$ cat config.mk
export PLATFORM = sky130hd
export DESIGN_NAME = mem_access_flat
export DESIGN_NICKNAME = d
export VERILOG_FILES = /design/src/rtl/mem_access_if.sv /design/src/rtl/mem_access.sv /design/src/flat_wrapper.sv
export SDC_FILE = /design/constraint.sdc
export NUM_CORES = 1
export LEC_CHECK = 0
export CAP_MARGIN = 20
export CELL_PAD_IN_SITES_DETAIL_PLACEMENT = 1
export CELL_PAD_IN_SITES_GLOBAL_PLACEMENT = 1
export CORE_MARGIN = 3
export CORE_UTILIZATION = 34
export CTS_BUF_LIST = sky130_fd_sc_hd__clkbuf_8 sky130_fd_sc_hd__clkbuf_16
export CTS_CLUSTER_SIZE = 10
export DETAILED_ROUTE_END_ITERATION = 6
export PLACE_DENSITY_LB_ADDON = 0.1
export SLEW_MARGIN = 25
export SYNTH_ARGS = -nofsm -noshare
export SYNTH_HDL_FRONTEND = slang
export SYNTH_SLANG_ARGS = --single-unit
$ cat constraint.sdc
create_clock -name clk -period 5.6 [get_ports clk]
set_clock_uncertainty 0.05 [all_clocks]
set_input_delay 1.12 -clock clk [delete_from_list [all_inputs] [get_ports clk]]
set_output_delay 1.12 -clock clk [all_outputs]
set_load 0.03 [all_outputs]
$ cat src/rtl/mem_access_if.sv
// Bundle of execute-side inputs, data-memory request/response and MEM/WB outputs
// for the memory-access stage. clk/rst_n are not carried here.
// Modports: slave = the mem_access stage itself; master = its environment
//   (execute, data memory and writeback together, or a testbench).
interface mem_access_if;
   // execute -> mem_access
   logic        i_valid;
   logic        o_ready;
   logic [31:0] i_alu;
   logic [31:0] i_store_data;
   logic [31:0] i_pc4;
   logic [4:0]  i_w_idx;
   logic [1:0]  i_wb_sel;
   logic        i_wb_en;
   logic        i_mem_rd;
   logic        i_mem_wr;
   logic [2:0]  i_funct3;
   // mem_access <-> data memory
   logic        o_dmem_req;
   logic        o_dmem_we;
   logic [31:0] o_dmem_addr;
   logic [3:0]  o_dmem_be;
   logic [31:0] o_dmem_wdata;
   logic        i_dmem_ack;
   logic [31:0] i_dmem_rdata;
   // mem_access -> writeback
   logic        o_valid;
   logic [31:0] o_mem;
   logic [31:0] o_alu;
   logic [31:0] o_pc4;
   logic [4:0]  o_w_idx;
   logic [1:0]  o_wb_sel;
   logic        o_wb_en;
   logic        o_misalign;

   modport slave (
      input  i_valid, i_alu, i_store_data, i_pc4, i_w_idx, i_wb_sel, i_wb_en,
             i_mem_rd, i_mem_wr, i_funct3, i_dmem_ack, i_dmem_rdata,
      output o_ready, o_dmem_req, o_dmem_we, o_dmem_addr, o_dmem_be, o_dmem_wdata,
             o_valid, o_mem, o_alu, o_pc4, o_w_idx, o_wb_sel, o_wb_en, o_misalign
   );

   modport master (
      output i_valid, i_alu, i_store_data, i_pc4, i_w_idx, i_wb_sel, i_wb_en,
             i_mem_rd, i_mem_wr, i_funct3, i_dmem_ack, i_dmem_rdata,
      input  o_ready, o_dmem_req, o_dmem_we, o_dmem_addr, o_dmem_be, o_dmem_wdata,
             o_valid, o_mem, o_alu, o_pc4, o_w_idx, o_wb_sel, o_wb_en, o_misalign
   );
endinterface

$ cat src/rtl/mem_access.sv
// Purpose: RISC-V memory-access stage; issues loads/stores over req/ack, aligns and extends load data.
// Latency: non-memory op retires 1 cycle after transfer; memory op retires 1 cycle after dmem ack.
// Backpressure: o_ready low while a memory access is outstanding; no output backpressure (writeback never stalls).
//
// Ports: clk, rst_n (async, active-low) plus mem_access_if.slave carrying the execute
// inputs, the data-memory req/ack bus and the registered MEM/WB outputs.
// Optional feature: define MEM_MISALIGN_TRAP_EN to retire misaligned LH/LHU/SH/LW/SW
// without a memory request, flagged by o_misalign; otherwise o_misalign is always 0
// and misaligned accesses simply drop the low address bits.
module mem_access (
   input  logic        clk,
   input  logic        rst_n,
   mem_access_if.slave bus
);

   typedef enum logic {
      IDLE   = 1'b0,
      ACCESS = 1'b1
   } state_t;

   state_t state, state_nxt;

   // MEM/WB register
   logic        r_valid;
   logic [31:0] r_mem;
   logic [31:0] r_alu;
   logic [31:0] r_pc4;
   logic [4:0]  r_w_idx;
   logic [1:0]  r_wb_sel;
   logic        r_wb_en;
   logic        r_misalign;

   // Request register, held stable for the whole ACCESS state
   logic [31:0] r_addr;
   logic [3:0]  r_be;
   logic [31:0] r_wdata;
   logic        r_we;
   // Kept for aligning the load data when the ack arrives
   logic [2:0]  r_funct3;
   logic [1:0]  r_off;

   logic        xfer;
   logic        is_mem;
   logic        trap;
   logic [3:0]  be_nxt;
   logic [31:0] wdata_nxt;
   logic [7:0]  ld_byte;
   logic [15:0] ld_half;
   logic [31:0] ld_data;

   assign xfer   = bus.i_valid && (state == IDLE);
   assign is_mem = bus.i_mem_rd || bus.i_mem_wr;

`ifdef MEM_MISALIGN_TRAP_EN
   // Halfword accesses need addr[0]=0, word accesses need addr[1:0]=0.
   // funct3 101 is only a halfword for loads; as a store it is a full-word write.
   always_comb begin
      trap = 1'b0;
      if (is_mem) begin
         case (bus.i_funct3)
            3'b001:  trap = bus.i_alu[0];
            3'b101:  trap = bus.i_alu[0] && !bus.i_mem_wr;
            3'b010:  trap = |bus.i_alu[1:0];
            default: trap = 1'b0;
         endcase
      end
   end
`else
   assign trap = 1'b0;
`endif

   // Byte enables and lane-replicated write data. Stores decode the full funct3;
   // loads only use the size bits so the memory sees a sensible lane mask.
   always_comb begin
      be_nxt    = 4'b1111;
      wdata_nxt = bus.i_store_data;
      if (bus.i_mem_wr) begin
         case (bus.i_funct3)
            3'b000: begin
               be_nxt    = 4'b0001 << bus.i_alu[1:0];
               wdata_nxt = {4{bus.i_store_data[7:0]}};
            end
            3'b001: begin
               be_nxt    = bus.i_alu[1] ? 4'b1100 : 4'b0011;
               wdata_nxt = {2{bus.i_store_data[15:0]}};
            end
            default: begin
               be_nxt    = 4'b1111;
               wdata_nxt = bus.i_store_data;
            end
         endcase
      end else begin
         case (bus.i_funct3[1:0])
            2'b00:   be_nxt = 4'b0001 << bus.i_alu[1:0];
            2'b01:   be_nxt = bus.i_alu[1] ? 4'b1100 : 4'b0011;
            default: be_nxt = 4'b1111;
         endcase
      end
   end

   // Load alignment and extension from the returned word
   always_comb begin
      case (r_off)
         2'd0:    ld_byte = bus.i_dmem_rdata[7:0];
         2'd1:    ld_byte = bus.i_dmem_rdata[15:8];
         2'd2:    ld_byte = bus.i_dmem_rdata[23:16];
         default: ld_byte = bus.i_dmem_rdata[31:24];
      endcase
      ld_half = r_off[1] ? bus.i_dmem_rdata[31:16] : bus.i_dmem_rdata[15:0];
      case (r_funct3)
         3'b000:  ld_data = {{24{ld_byte[7]}}, ld_byte};
         3'b100:  ld_data = {24'd0, ld_byte};
         3'b001:  ld_data = {{16{ld_half[15]}}, ld_half};
         3'b101:  ld_data = {16'd0, ld_half};
         default: ld_data = bus.i_dmem_rdata;
      endcase
   end

   // FSM state register
   always_ff @(posedge clk or negedge rst_n) begin
      if (!rst_n) state <= IDLE;
      else        state <= state_nxt;
   end

   // FSM next state and handshake outputs. o_dmem_req comes straight from the
   // state register, so an asynchronous reset drops it immediately.
   always_comb begin
      state_nxt      = state;
      bus.o_ready    = 1'b0;
      bus.o_dmem_req = 1'b0;
      case (state)
         IDLE: begin
            bus.o_ready = 1'b1;
            if (xfer && is_mem && !trap) state_nxt = ACCESS;
         end
         ACCESS: begin
            bus.o_dmem_req = 1'b1;
            if (bus.i_dmem_ack) state_nxt = IDLE;
         end
         default: state_nxt = IDLE;
      endcase
   end

   // Datapath: MEM/WB and request registers
   always_ff @(posedge clk or negedge rst_n) begin
      if (!rst_n) begin
         r_valid    <= 1'b0;
         r_mem      <= '0;
         r_alu      <= '0;
         r_pc4      <= '0;
         r_w_idx    <= '0;
         r_wb_sel   <= '0;
         r_wb_en    <= 1'b0;
         r_misalign <= 1'b0;
         r_addr     <= '0;
         r_be       <= '0;
         r_wdata    <= '0;
         r_we       <= 1'b0;
         r_funct3   <= '0;
         r_off      <= '0;
      end else begin
         // o_valid and o_misalign are single-cycle pulses
         r_valid    <= 1'b0;
         r_misalign <= 1'b0;
         case (state)
            IDLE: begin
               if (xfer) begin
                  r_alu    <= bus.i_alu;
                  r_pc4    <= bus.i_pc4;
                  r_w_idx  <= bus.i_w_idx;
                  r_wb_sel <= bus.i_wb_sel;
                  r_mem    <= '0;
                  if (is_mem && !trap) begin
                     r_wb_en  <= bus.i_wb_en;
                     r_addr   <= {bus.i_alu[31:2], 2'b00};
                     r_be     <= be_nxt;
                     r_wdata  <= wdata_nxt;
                     // a store wins when both read and write are flagged
                     r_we     <= bus.i_mem_wr;
                     r_funct3 <= bus.i_funct3;
                     r_off    <= bus.i_alu[1:0];
                  end else begin
                     // plain ALU op, or a trapped misaligned access
                     r_valid    <= 1'b1;
                     r_wb_en    <= bus.i_wb_en && !trap;
                     r_misalign <= trap;
                  end
               end
            end
            ACCESS: begin
               if (bus.i_dmem_ack) begin
                  r_valid <= 1'b1;
                  r_mem   <= r_we ? 32'd0 : ld_data;
               end
            end
            default: ;
         endcase
      end
   end

   assign bus.o_dmem_we    = r_we;
   assign bus.o_dmem_addr  = r_addr;
   assign bus.o_dmem_be    = r_be;
   assign bus.o_dmem_wdata = r_wdata;

   assign bus.o_valid    = r_valid;
   assign bus.o_mem      = r_mem;
   assign bus.o_alu      = r_alu;
   assign bus.o_pc4      = r_pc4;
   assign bus.o_w_idx    = r_w_idx;
   assign bus.o_wb_sel   = r_wb_sel;
   assign bus.o_wb_en    = r_valid && r_wb_en;
   assign bus.o_misalign = r_misalign;

endmodule

$ cat src/flat_wrapper.sv
// flat-port wrapper written by rule: the top's interface ports become plain ports
module mem_access_flat 
  (clk, rst_n, bus_i_valid, bus_i_alu, bus_i_store_data, bus_i_pc4, bus_i_w_idx, bus_i_wb_sel, bus_i_wb_en, bus_i_mem_rd, bus_i_mem_wr, bus_i_funct3, bus_i_dmem_ack, bus_i_dmem_rdata, bus_o_ready, bus_o_dmem_req, bus_o_dmem_we, bus_o_dmem_addr, bus_o_dmem_be, bus_o_dmem_wdata, bus_o_valid, bus_o_mem, bus_o_alu, bus_o_pc4, bus_o_w_idx, bus_o_wb_sel, bus_o_wb_en, bus_o_misalign);
  mem_access_if bus_i ();
  input  logic clk;
  input  logic rst_n;
  input wire logic [$bits(bus_i.i_valid)-1:0] bus_i_valid;
  input wire logic [$bits(bus_i.i_alu)-1:0] bus_i_alu;
  input wire logic [$bits(bus_i.i_store_data)-1:0] bus_i_store_data;
  input wire logic [$bits(bus_i.i_pc4)-1:0] bus_i_pc4;
  input wire logic [$bits(bus_i.i_w_idx)-1:0] bus_i_w_idx;
  input wire logic [$bits(bus_i.i_wb_sel)-1:0] bus_i_wb_sel;
  input wire logic [$bits(bus_i.i_wb_en)-1:0] bus_i_wb_en;
  input wire logic [$bits(bus_i.i_mem_rd)-1:0] bus_i_mem_rd;
  input wire logic [$bits(bus_i.i_mem_wr)-1:0] bus_i_mem_wr;
  input wire logic [$bits(bus_i.i_funct3)-1:0] bus_i_funct3;
  input wire logic [$bits(bus_i.i_dmem_ack)-1:0] bus_i_dmem_ack;
  input wire logic [$bits(bus_i.i_dmem_rdata)-1:0] bus_i_dmem_rdata;
  output wire logic [$bits(bus_i.o_ready)-1:0] bus_o_ready;
  output wire logic [$bits(bus_i.o_dmem_req)-1:0] bus_o_dmem_req;
  output wire logic [$bits(bus_i.o_dmem_we)-1:0] bus_o_dmem_we;
  output wire logic [$bits(bus_i.o_dmem_addr)-1:0] bus_o_dmem_addr;
  output wire logic [$bits(bus_i.o_dmem_be)-1:0] bus_o_dmem_be;
  output wire logic [$bits(bus_i.o_dmem_wdata)-1:0] bus_o_dmem_wdata;
  output wire logic [$bits(bus_i.o_valid)-1:0] bus_o_valid;
  output wire logic [$bits(bus_i.o_mem)-1:0] bus_o_mem;
  output wire logic [$bits(bus_i.o_alu)-1:0] bus_o_alu;
  output wire logic [$bits(bus_i.o_pc4)-1:0] bus_o_pc4;
  output wire logic [$bits(bus_i.o_w_idx)-1:0] bus_o_w_idx;
  output wire logic [$bits(bus_i.o_wb_sel)-1:0] bus_o_wb_sel;
  output wire logic [$bits(bus_i.o_wb_en)-1:0] bus_o_wb_en;
  output wire logic [$bits(bus_i.o_misalign)-1:0] bus_o_misalign;
  assign bus_i.i_valid = bus_i_valid;
  assign bus_i.i_alu = bus_i_alu;
  assign bus_i.i_store_data = bus_i_store_data;
  assign bus_i.i_pc4 = bus_i_pc4;
  assign bus_i.i_w_idx = bus_i_w_idx;
  assign bus_i.i_wb_sel = bus_i_wb_sel;
  assign bus_i.i_wb_en = bus_i_wb_en;
  assign bus_i.i_mem_rd = bus_i_mem_rd;
  assign bus_i.i_mem_wr = bus_i_mem_wr;
  assign bus_i.i_funct3 = bus_i_funct3;
  assign bus_i.i_dmem_ack = bus_i_dmem_ack;
  assign bus_i.i_dmem_rdata = bus_i_dmem_rdata;
  assign bus_o_ready = bus_i.o_ready;
  assign bus_o_dmem_req = bus_i.o_dmem_req;
  assign bus_o_dmem_we = bus_i.o_dmem_we;
  assign bus_o_dmem_addr = bus_i.o_dmem_addr;
  assign bus_o_dmem_be = bus_i.o_dmem_be;
  assign bus_o_dmem_wdata = bus_i.o_dmem_wdata;
  assign bus_o_valid = bus_i.o_valid;
  assign bus_o_mem = bus_i.o_mem;
  assign bus_o_alu = bus_i.o_alu;
  assign bus_o_pc4 = bus_i.o_pc4;
  assign bus_o_w_idx = bus_i.o_w_idx;
  assign bus_o_wb_sel = bus_i.o_wb_sel;
  assign bus_o_wb_en = bus_i.o_wb_en;
  assign bus_o_misalign = bus_i.o_misalign;
  mem_access u_core (.clk(clk), .rst_n(rst_n), .bus(bus_i));
endmodule
==> impl_metrics.toml <==
[synth]
synth_area_per_cell_sq_um = 10.66
yosys_warnings = 0
syn_area_sq_mm = 0.007491
synth_edf_count = 0
async_reset_ff_frac = 1.000
synth_seq_area_share = 0.5946
synth-seq-cells = 178
yosysUniqueCellTypes = 38
syn_inst = 703
synth-main-ff-cell = "dfrtp_1"

[timing]
min_period_over_period = 0.5784
setup_violations = 0
fmax_mhz = 308.7
slew_viol_final = 0
fin_setup_tns_ps = 0
fin_crit_ps = 3239
relSlewSlack = 0.3420
grt_setup_unrepaired = "no"
worst_slew_pin_slew_ps = 987.0
fin_ws_ps = 2361
hold_violations = 0
whs_ps = 414.4

[finish]
mostFrequentLayoutCells = "clkdlybuf4s50_1, nand2_1, dfrtp_1"
area_growth_pct = 53.48
final_cell_area_sq_mm = 0.01150
finalNetCount = 1145
post-route-util = 0.5384
layout_commonest_cell = "clkdlybuf4s50_1"
drive_gt1_frac = 0.1027
n_fill_cell = 2343
fin_cells = 1289

[setup_path]
cp_max_fo = 26
reg2reg_to = "u_core.bus.o_mem[20]"
r2r_cells = 4
cp_data_required_time_ps = 5820
worst-setup-path-type = "input port to flop"
start_kind = "input port"
endpoint_kind = "flop"
r2r-start = "u_core.r_funct3[1]"
reg2reg_slack_ps = 3060
startpoint = "bus_i_mem_wr"
worst_ep_arrival_time_ps = 3460
cp-endpoint = "u_core.bus.o_dmem_wdata[14]"

[cts]
clockBufferDepth = 2
postCtsSetupRepairBufs = 0
cts_root_buffer = "clkbuf_16"
path_clk_slew_ps = 60
numCtsBuffers = 17
cts_max_level = 4
cts_tree = "built"
cts_hold_buf = 0
worstSkewPairLatency_ps = 410
post_cts_resize_count = 0
clock_sinks = 178

[floorplan]
die_w_microns = 154.4
core_sq_mm = 0.02135
die_h_microns = 154.4
num_io_pins = 322
die_area_sq_mm = 0.02385
initial_core_util = 0.3508
row_count = 53

[power]
clockPowerShare = 0.262
power_frac_seq = 0.373
swShare = 0.3636
power_mw = 4.638
ir_drop_uv = 229.2
p_sw_mw = 1.687
p_int_mw = 2.951
leakagePower_nw = 5.102
pwr_density_cell_mw_per_mm2 = 403.4
p_comb_frac = 0.366

[place]
place_ws_ps = 1906
place_inst = 1256
gp_congestion = 0.7966
place_hpwl_microns = 17620
portBuffers = 318
placed_cell_area_sq_mm = 0.01090

[run_status]
outcome = "finished, final reports clean"

[min_path]
hp-start = "u_core.r_wb_en"
worstHoldPathType = "flop to flop"
whs_path_depth = 2

[routing]
drc_errors = 0
drt_iter0_drc = 198
avgViaCountPerCell = 4.856
wl_microns = 24700
antenna_left = 0
dr.pass1.iters = 6
post_drt_wl_per_cell_microns = 19.16
vias = 6259

[job]
maxCapViolations = 0

[global_routing]
grt_pass1_vias = 6858
grt_util_all_layers = 0.2082
grt_pass1_wl_microns = 39130
gr-total-overflow = 0
grt_max_degree = 98
grt_antenna_before_repair = 2
[how the worst min path moves through the flow]
stage	end	slack, ps
3_5_place_dp	u_core.r_wb_en	410
2_1_floorplan	u_core.r_wb_en	390
3_3_place_gp	u_core.r_wb_en	400
6_report	u_core.r_wb_en	410
4_1_cts	u_core.r_wb_en	420
5_1_grt	u_core.bus.o_alu[9]	460
[layout make-up]
class                           instances  area, sq um  area share
Antenna cell                            1        2.502   0.0002177
Clock buffer                           18        439.2     0.03820
Clock inverter                         14        153.9     0.01339
Inverter                                2        7.507   0.0006530
Multi-Input combinational cell        476         2846      0.2476
Sequential cell                       178         4454      0.3874
Tap cell                              275        344.1     0.02993
Timing Repair Buffer                  325         3249      0.2826
[per-layer routing]
layer  global-route usage  wire length, microns  vias to the layer above
met5                    0                    13                        -
met1               0.2627                 10330                     3067
met3              0.07722                  1973                       28
met4              0.06308                   517                        2
li1                     -                     -                     2954
met2               0.3353                 11870                      208
[flip-flops by register name (all words and copies together) (netlist names)]
| register | count |
|---|---|
| u_core.bus.o_mem | 32 |
| u_core.bus.o_valid | 1 |
| u_core.bus.o_dmem_we | 1 |
| u_core.bus.o_w_idx | 5 |
| u_core.bus.o_wb_sel | 2 |
| u_core.r_wb_en | 1 |
| u_core.bus.o_dmem_be | 4 |
| u_core.r_off | 2 |
| u_core.bus.o_dmem_wdata | 32 |
| u_core.bus.o_alu | 32 |
| u_core.r_funct3 | 3 |
| u_core.bus.o_dmem_addr | 30 |
| u_core.state | 1 |
| u_core.bus.o_pc4 | 32 |
[critical path: stages]
cell,delay (ps)
clkdlybuf4s50_1,670
nor3b_4,230
buf_4,320
nor2b_1,760
mux2i_1,260
o21ai_1,80
[synth_stat cells (3+ instances only)]
cell type	instances	area share
o21ai_0	40	0.027
buf_2	9	0.0060
nor2b_1	3	0.0025
dfrtp_1	178	0.59
a32oi_1	7	0.0082
nand2b_1	12	0.010
a21oi_1	13	0.0087
a32o_1	8	0.011
mux2i_1	29	0.039
nor2_1	5	0.0025
o21ai_1	8	0.0053
mux2_2	53	0.080
o31ai_1	3	0.0030
clkbuf_1	23	0.012
a221o_1	16	0.021
buf_1	12	0.0060
buf_4	3	0.0030
and2_1	3	0.0025
nand2_1	252	0.13
[power by group through the flow]
stage / Sequential, mW / Clock (mW) / Combinational, mW
finish: 1.73 / 1.21 / 1.70
global route: 1.77 / 1.30 / 1.81
CTS: 1.73 / 1.25 / 1.72
detailed placement: 1.75 / 0 / 1.71
global placement: 1.74 / 0 / 1.70
floorplan: 2.22 / 0 / 0.424
[kinds of logic (layout without fill, tap and decap cells)]
family / after synthesis / in the layout / synth area share
AND/OR/NAND/NOR: 284 / 284 / 0.1543
multiplexers: 82 / 82 / 0.1184
AO/OA/AOI/OAI: 107 / 107 / 0.1016
buffers and inverters: 51 / 359 / 0.03056
other: 1 / 4 / 0.0005006
flip-flops: 178 / 178 / 0.5946
(Power assumes the default switching activity.)
